## src/rtl/vga_timing_pkg.sv

```systemverilog
// vga_timing_pkg
// Shared raster-timing constants for the VGA blocks.
//   - Default 640x480@60 porch/sync widths (pixels and lines).
//   - H_TOTAL / V_TOTAL for the default mode.
//   - Sync polarity (both syncs are active low in this mode).
//   - SCREEN_WIDTH, the common width of the x/y coordinate buses.
package vga_timing_pkg;

    localparam int SCREEN_WIDTH = 10;

    localparam int H_DISPLAY_DEF = 640;
    localparam int H_FRONT_DEF   = 16;
    localparam int H_SYNC_DEF    = 96;
    localparam int H_BACK_DEF    = 48;

    localparam int V_DISPLAY_DEF = 480;
    localparam int V_FRONT_DEF   = 10;
    localparam int V_SYNC_DEF    = 2;
    localparam int V_BACK_DEF    = 33;

    localparam int H_TOTAL = H_DISPLAY_DEF + H_FRONT_DEF + H_SYNC_DEF + H_BACK_DEF;
    localparam int V_TOTAL = V_DISPLAY_DEF + V_FRONT_DEF + V_SYNC_DEF + V_BACK_DEF;

    localparam logic SYNC_ACTIVE = 1'b0;
    localparam logic SYNC_IDLE   = 1'b1;

endpackage

```

## src/rtl/pixel_tick_div.sv

```systemverilog
// pixel_tick_div
// Divides sys_clk down to a one-cycle pixel-rate strobe.
// Ports:
//   sys_clk  in   system clock
//   sys_rst  in   synchronous, active-high reset
//   p_tick   out  high for one sys_clk cycle every PIX_DIV cycles
// p_tick is a strobe, not a handshake: there is no ready; consumers advance
// on any rising sys_clk edge where p_tick is high.
module pixel_tick_div #(
    parameter int PIX_DIV = 4
) (
    input  logic sys_clk,
    input  logic sys_rst,
    output logic p_tick
);

    // At least one bit even for PIX_DIV=1, where the counter is constant 0
    // and p_tick stays high.
    localparam int CW = (PIX_DIV > 1) ? $clog2(PIX_DIV) : 1;
    localparam logic [CW-1:0] DIV_LAST = CW'(PIX_DIV - 1);

    logic [CW-1:0] div_cnt;

    always_ff @(posedge sys_clk) begin
        if (sys_rst) begin
            div_cnt <= '0;
        end else if (div_cnt == DIV_LAST) begin
            div_cnt <= '0;
        end else begin
            div_cnt <= div_cnt + 1'b1;
        end
    end

    assign p_tick = (div_cnt == DIV_LAST);

endmodule

```

## src/rtl/vga_sync_gen.sv

```systemverilog
// vga_sync_gen
// Raster timing generator feeding the pixel generator and the VGA port.
// Ports:
//   sys_clk      in   system clock (100 MHz)
//   sys_rst      in   synchronous, active-high reset
//   p_tick       out  one-cycle pixel-advance strobe
//   x, y         out  current h/v count (registers, zero latency)
//   video_on     out  x/y inside the visible area
//   hsync, vsync out  registered syncs, active low, aligned with x/y
//   frame_start  out  one-cycle pulse on the last pixel of each frame
//   frame_cnt    out  completed-frame count
// Build option: define VGA_SYNC_FRAME_CNT_EN to build the frame counter;
// otherwise frame_cnt is tied to zero and the port is kept.
module vga_sync_gen #(
    parameter int PIX_DIV         = 4,
    parameter int H_DISPLAY       = vga_timing_pkg::H_DISPLAY_DEF,
    parameter int H_FRONT         = vga_timing_pkg::H_FRONT_DEF,
    parameter int H_SYNC          = vga_timing_pkg::H_SYNC_DEF,
    parameter int H_BACK          = vga_timing_pkg::H_BACK_DEF,
    parameter int V_DISPLAY       = vga_timing_pkg::V_DISPLAY_DEF,
    parameter int V_FRONT         = vga_timing_pkg::V_FRONT_DEF,
    parameter int V_SYNC          = vga_timing_pkg::V_SYNC_DEF,
    parameter int V_BACK          = vga_timing_pkg::V_BACK_DEF,
    parameter int SCREEN_WIDTH    = vga_timing_pkg::SCREEN_WIDTH,
    parameter int FRAME_CNT_WIDTH = 16
) (
    input  logic                       sys_clk,
    input  logic                       sys_rst,
    output logic                       p_tick,
    output logic [SCREEN_WIDTH-1:0]    x,
    output logic [SCREEN_WIDTH-1:0]    y,
    output logic                       video_on,
    output logic                       hsync,
    output logic                       vsync,
    output logic                       frame_start,
    output logic [FRAME_CNT_WIDTH-1:0] frame_cnt
);

    import vga_timing_pkg::*;

    localparam int H_TOT = H_DISPLAY + H_FRONT + H_SYNC + H_BACK;
    localparam int V_TOT = V_DISPLAY + V_FRONT + V_SYNC + V_BACK;

    if (H_TOT >= (1 << SCREEN_WIDTH) || V_TOT >= (1 << SCREEN_WIDTH)) begin : g_width_check
        $error("vga_sync_gen: H/V total does not fit in SCREEN_WIDTH bits");
    end
    if (PIX_DIV < 1) begin : g_div_check
        $error("vga_sync_gen: PIX_DIV must be at least 1");
    end

    localparam logic [SCREEN_WIDTH-1:0] H_LAST   = SCREEN_WIDTH'(H_TOT - 1);
    localparam logic [SCREEN_WIDTH-1:0] V_LAST   = SCREEN_WIDTH'(V_TOT - 1);
    localparam logic [SCREEN_WIDTH-1:0] H_VIS    = SCREEN_WIDTH'(H_DISPLAY);
    localparam logic [SCREEN_WIDTH-1:0] V_VIS    = SCREEN_WIDTH'(V_DISPLAY);
    localparam logic [SCREEN_WIDTH-1:0] HS_START = SCREEN_WIDTH'(H_DISPLAY + H_FRONT);
    localparam logic [SCREEN_WIDTH-1:0] HS_END   = SCREEN_WIDTH'(H_DISPLAY + H_FRONT + H_SYNC);
    localparam logic [SCREEN_WIDTH-1:0] VS_START = SCREEN_WIDTH'(V_DISPLAY + V_FRONT);
    localparam logic [SCREEN_WIDTH-1:0] VS_END   = SCREEN_WIDTH'(V_DISPLAY + V_FRONT + V_SYNC);

    logic [SCREEN_WIDTH-1:0] h_cnt;
    logic [SCREEN_WIDTH-1:0] v_cnt;
    logic [SCREEN_WIDTH-1:0] h_next;
    logic [SCREEN_WIDTH-1:0] v_next;
    logic                    h_last;
    logic                    v_last;
    logic                    hsync_next;
    logic                    vsync_next;

    pixel_tick_div #(
        .PIX_DIV (PIX_DIV)
    ) u_tick (
        .sys_clk (sys_clk),
        .sys_rst (sys_rst),
        .p_tick  (p_tick)
    );

    assign h_last = (h_cnt == H_LAST);
    assign v_last = (v_cnt == V_LAST);

    // Line end and frame end can land on the same tick; both wrap together.
    always_comb begin
        h_next = h_last ? '0 : h_cnt + 1'b1;
        v_next = v_cnt;
        if (h_last) begin
            v_next = v_last ? '0 : v_cnt + 1'b1;
        end
    end

    // Syncs are decoded from the next count and loaded on the same edge as
    // the counters, so they line up with x/y without a pipeline stage.
    assign hsync_next = (h_next >= HS_START && h_next < HS_END) ? SYNC_ACTIVE : SYNC_IDLE;
    assign vsync_next = (v_next >= VS_START && v_next < VS_END) ? SYNC_ACTIVE : SYNC_IDLE;

    always_ff @(posedge sys_clk) begin
        if (sys_rst) begin
            h_cnt <= '0;
            v_cnt <= '0;
            hsync <= SYNC_IDLE;
            vsync <= SYNC_IDLE;
        end else if (p_tick) begin
            h_cnt <= h_next;
            v_cnt <= v_next;
            hsync <= hsync_next;
            vsync <= vsync_next;
        end
    end

    assign x           = h_cnt;
    assign y           = v_cnt;
    assign video_on    = (h_cnt < H_VIS) && (v_cnt < V_VIS);
    assign frame_start = p_tick & h_last & v_last;

`ifdef VGA_SYNC_FRAME_CNT_EN
    logic [FRAME_CNT_WIDTH-1:0] frame_cnt_q;

    always_ff @(posedge sys_clk) begin
        if (sys_rst) begin
            frame_cnt_q <= '0;
        end else if (frame_start) begin
            frame_cnt_q <= frame_cnt_q + 1'b1;
        end
    end

    assign frame_cnt = frame_cnt_q;
`else
    assign frame_cnt = '0;
`endif

endmodule

```

## config.mk

```make
export PLATFORM = sky130hd
export DESIGN_NAME = vga_sync_gen
export DESIGN_NICKNAME = d
export VERILOG_FILES = /design/src/rtl/vga_timing_pkg.sv /design/src/rtl/pixel_tick_div.sv /design/src/rtl/vga_sync_gen.sv
export SDC_FILE = /design/constraint.sdc
export NUM_CORES = 1
export LEC_CHECK = 0
export ABC_AREA = 1
export BUFFER_PORTS_ARGS = -buffer_cell sky130_fd_sc_hd__buf_2
export CORE_MARGIN = 5
export CORE_UTILIZATION = 57
export DETAILED_ROUTE_END_ITERATION = 10
export PLACE_DENSITY = 0.9
export SLEW_MARGIN = 20
export SYNTH_ARGS = -nofsm -noshare
export SYNTH_HDL_FRONTEND = slang
export SYNTH_HIERARCHICAL = 1
export SYNTH_SLANG_ARGS = --single-unit
```

## constraint.sdc

```tcl
create_clock -name sys_clk -period 5.5 [get_ports sys_clk]
set_clock_uncertainty 0.2 [all_clocks]
set_input_delay 0.275 -clock sys_clk [delete_from_list [all_inputs] [get_ports sys_clk]]
set_output_delay 0.275 -clock sys_clk [all_outputs]
set_load 0.05 [all_outputs]
```

### Word-level counts from Yosys, hierarchy flattened

Index checks and enable logic that the tools add are counted.

* div/mod/pow operators: 0
* mux-type cells: 5
* order comparisons: 6
* add/sub/neg operators: 3
* bitwise logic cells: 2
* multiply operators: 0
* equality and inequality tests: 3
* shift-type cells: 0
* reduce and logical (&&, ||, !) cells: 4

Operators with widths (number)
* 10-bit two-way mux: 3
* 10-bit by 1-bit adder with 10-bit output, second input constant: 2
* 10-bit equality test, second input constant: 2
* 10-bit less-than comparator, second input constant: 2
* 10-bit by 9-bit less-than comparator with 1-bit output, second input constant: 2
* 10-bit greater-or-equal comparator, second input constant: 1
* 10-bit by 9-bit greater-or-equal comparator with 1-bit output, second input constant: 1
* 1-bit logical AND: 3
* 2-bit by 1-bit adder with 2-bit output, second input constant: 1
* 1-bit AND: 2
* 2-bit equality test, second input constant: 1
* 1-bit two-way mux: 2
* 2-bit OR reduction: 1

* memories: 0
* RAM bits: 0
* register bits after elaboration: 24
* bits in read-only memories: 0
* bits in latches: 0
* input port bits: 2

### Depth between registers and ports, before layout

* word-level depth: 6
* mapped depth: 13

### By module

The synthesis kept the hierarchy.

Modules (own cells, without submodules)
* vga_sync_gen: times used 1, area an instance 1636.6 µm², cells an instance 251
* pixel_tick_div: times used 1, area an instance 75.1 µm², cells an instance 9

### Worst setup path before layout

Ideal clock, no wire load.

* path type: register to output
* start: register h_cnt[0], in the netlist x[0]
* end: output port frame_start
* arrival time: 2870 ps
* stages on the path, launching flop included: 6
* required time: 5025 ps
* slack: 2155 ps
* cell sequence: dfxtp_1 > ha_1 > nand2_2 > nor2_4 > nand2_4 > nor4_1

* cells in the longest elaborated chain, start to end: 3

RTL lines
* start, declared: RTL line vga_sync_gen.sv:60 `logic [SCREEN_WIDTH-1:0] h_cnt;`
* start signal, assigned: RTL line vga_sync_gen.sv:101 `h_cnt <= h_next;`
* 10-bit equality test: RTL line vga_sync_gen.sv:77 `assign h_last = (h_cnt == H_LAST);`
* 1-bit AND (2 in a row): RTL line vga_sync_gen.sv:111 `assign frame_start = p_tick & h_last & v_last;`
* end, declared: RTL line vga_sync_gen.sv:35 `output logic frame_start,`

Every way passes these cells.

### Worst setup path in the final report

* start: register u_tick.div_cnt[0]
* end: output port frame_start

* cells in the longest elaborated chain, start to end: 3

RTL lines
* start, declared: RTL line pixel_tick_div.sv:22 `logic [CW-1:0] div_cnt;`
* start signal, assigned: RTL line pixel_tick_div.sv:30 `div_cnt <= div_cnt + 1'b1;`
* 2-bit equality test: RTL line pixel_tick_div.sv:34 `assign p_tick = (div_cnt == DIV_LAST);`
* 1-bit AND (2 in a row): RTL line vga_sync_gen.sv:111

Every way passes these cells.

==> run metrics <==
wire per inst=11.9 µm; static leakage=about 0.93 nW; cells on worst reg2reg path=4; Post-Syn Area=about 0.0017 mm²; H-tree depth=1; IO Port Bufs=26; row count=19; RePlAce Congestion=about 0.85; DRC=0; fmax=0.330 GHz; Power Density=between 200 and 250 mW/mm²; Initial Util=0.605; status=completed; Final Hold Viols=0; hold buffers post-CTS=0; post-synthesis register bit count=24; synth warn=6; Post-synth top flop=dfxtp_1; Util after Layout=0.643; syn_area_per_cell=6.58 µm²; Max Transition Viols Final=0; Yosys cell types=32; die footprint=approximately 0.0042 mm²; CTS clock-pin slew for the worst setup and hold paths=~140 ps; Gates resized, CTS repair=0; max_cap viols=0; final net count=slightly below 300; Die Y=around 65 µm; number of synthesized flops with an enable pin=0; Arr. time, crit path=between 2000 and 3000 ps; post-route setup TNS=0 ps; critical path's top delay family=buffers and inverters; DR pass1 iterations=5; Std-Cell Core Area=about 0.0028 mm²; Tcrit/Tclk final=0.550; drt via density=about 5.3; type of origin of the critical path=flip-flop; post-CTS setup buffer count=0; FF-to-FF setup slack=3150 ps; HPWL Detailed=between 2000 and 3000 µm; fin crit period=around 3000 ps; root buffer cell=clkbuf_4; relative slew slack=0.480; CP required=~5000 ps; Area Growth Syn to Fin=6.21%; first-pass GRT wire length=6270 µm; Final ANT Viol Nets=0; worst r2r src=u_tick/div_cnt[0]$_SDFF_PP0_; hold_sp=sys_rst; all-layer global routing usage=0.184; Non-Filler Instances=around 310; max incr delay on CP=about 670 ps; setup violators final=0; endpoint type of the worst setup path=primary output; Setup CP Type=flip-flop to primary output; VDD IR max=around 0.17 mV; worst slew pin tran=781 ps; worst skew pair latency=320 ps; WHS Path Cells=2; Die W=~65 µm; Iter 0 DRT Violations=106; sequential area share after synthesis=0.281; type of the worst min-delay path=input port to flip-flop; CP Buf/Inv Count=2; Max Fanout on Critical Path=27; CTS tree=yes; Crit-path slowest cell=ha_1; RR Endpoint=x[0]$_SDFFE_PP0P_; IO Count=43; unrepaired setup endpoints after global routing=no; Critical Path, Cell by Cell=ha_1, inv_1, nor4_1, buf_2; initial antenna violation count=0; largest net degree at the start of global routing=28; placed cell count=309; WHS Endpoint=x[2]$_SDFFE_PP0P_; antenna diode count=0; Max clock buf depth=2; Sink Count=24; Remaining Overflow, GRT=0; vias in the first global route=1,427; Num CTS Buffers=3; Mapped Cells=260; share of post-route cells with drive strength above 1=0.188; wirelength, routed=about 3700 µm; total vias in the final route=roughly 1,600; ys async rst share=0
## per-stage QoR
step	cell area, µm²	hold slack, ps	setup slack [ps]	power [mW]
after floorplan	1770	198	2150	0.312
after global placement	1780	205	2940	0.320
after detailed placement	1780	214	2860	0.322
after CTS	1820	37.7	2480	0.417
after global routing	1820	30.9	2210	0.441
final	1820	45.2	2470	0.416
## worst register-to-register path: stages (launching register included)
cell and delay [ps]:
dfxtp_1 360, ha_1 670, inv_1 530, or2_2 410
a21oi_1 140
## routing by layer
metal / routed length (µm) / up-vias / global-route usage
met2: 1710 / 64 / 0.303
met1: 1690 / 744 / 0.239
met3: 295 / 5 / 0.0328
met4: 47 / 0 / 0.0712
li1: - / 834 / -
met5: 0 / - / 0
## state kept, by name, summed over array words and instances (netlist names)
register / count
hsync: 1
u_tick/div_cnt: 2
vsync: 1
x: 10
y: 10
## logic make-up after synthesis
family	Yosys count	share of synthesized area
and+or+nand+nor	130	0.369
buffers and inverters	56	0.164
AOI/OAI and AO/OA	38	0.117
DFF	24	0.281
xor gates and xnor gates	6	0.0307
adders and majority gates	5	0.0365
other	1	0.00219
## worst max path at each step
stage / from / to / slack, ps / cells after the start
floorplan: x[0]$_SDFFE_PP0P_ / frame_start / 2150 / 5
global placement: u_tick/div_cnt[0]$_SDFF_PP0_ / frame_start / 2940 / 4
detailed placement: u_tick/div_cnt[0]$_SDFF_PP0_ / frame_start / 2860 / 4
CTS: u_tick/div_cnt[0]$_SDFF_PP0_ / frame_start / 2480 / 4
global route: u_tick/div_cnt[0]$_SDFF_PP0_ / frame_start / 2210 / 4
finish: u_tick/div_cnt[0]$_SDFF_PP0_ / frame_start / 2470 / 4
## where the power goes
group / switching [mW] / internal (mW)
sequential: 0.0153 / 0.185
combinational: 0.0958 / 0.0233
clock: 0.0565 / 0.0405
total: 0.168 / 0.249
## cell usage in the layout, fill, tap and decap left out
cell type and instances:
ha_1 5, nor2_8 1, nand2_2 1, clkbuf_8 1, nand3_1 17, or2_2 1, a21oi_1 19, buf_2 26
clkinv_2 1, o21ai_1 2, nor3_1 2, nor2_4 3, nor2_1 23, inv_2 4, nand4_4 1, o21ai_0 15
clkbuf_4 3, nand4_1 3, nand2_4 1, nor3_2 1, a211oi_2 1, nor4_1 1, xor2_1 6, nand3_2 3
nand2_1 66, inv_1 28, dfxtp_1 24, nand3b_1 1, a211oi_1 1, nor2_2 5, conb_1 16
## synthesized netlist by cell type (2+ instances only)
cell,count,area [µm²]
a21oi_1,19,95.1
buf_4,16,120
clkbuf_1,5,18.8
dfxtp_1,24,480
ha_1,5,62.6
inv_1,28,105
inv_2,4,15.0
nand2_1,66,248
nand3_1,17,85.1
nand3_2,3,30.0
nand4_1,3,18.8
nor2_1,23,86.3
nor2_2,5,31.3
nor2_4,3,33.8
nor3_1,2,10.0
o21ai_0,15,75.1
o21ai_1,2,10.0
xor2_1,6,52.6
## layout make-up
class / instances / area (µm²)
clock buffer: 4 / 36.3
fill: 253 / 1010
inverter: 33 / 125
multi-input combinational: 195 / 1010
sequential: 24 / 480
tap: 31 / 38.8
timing repair buffer: 26 / 130
No activity file was read; power rests on OpenSTA's default activity.
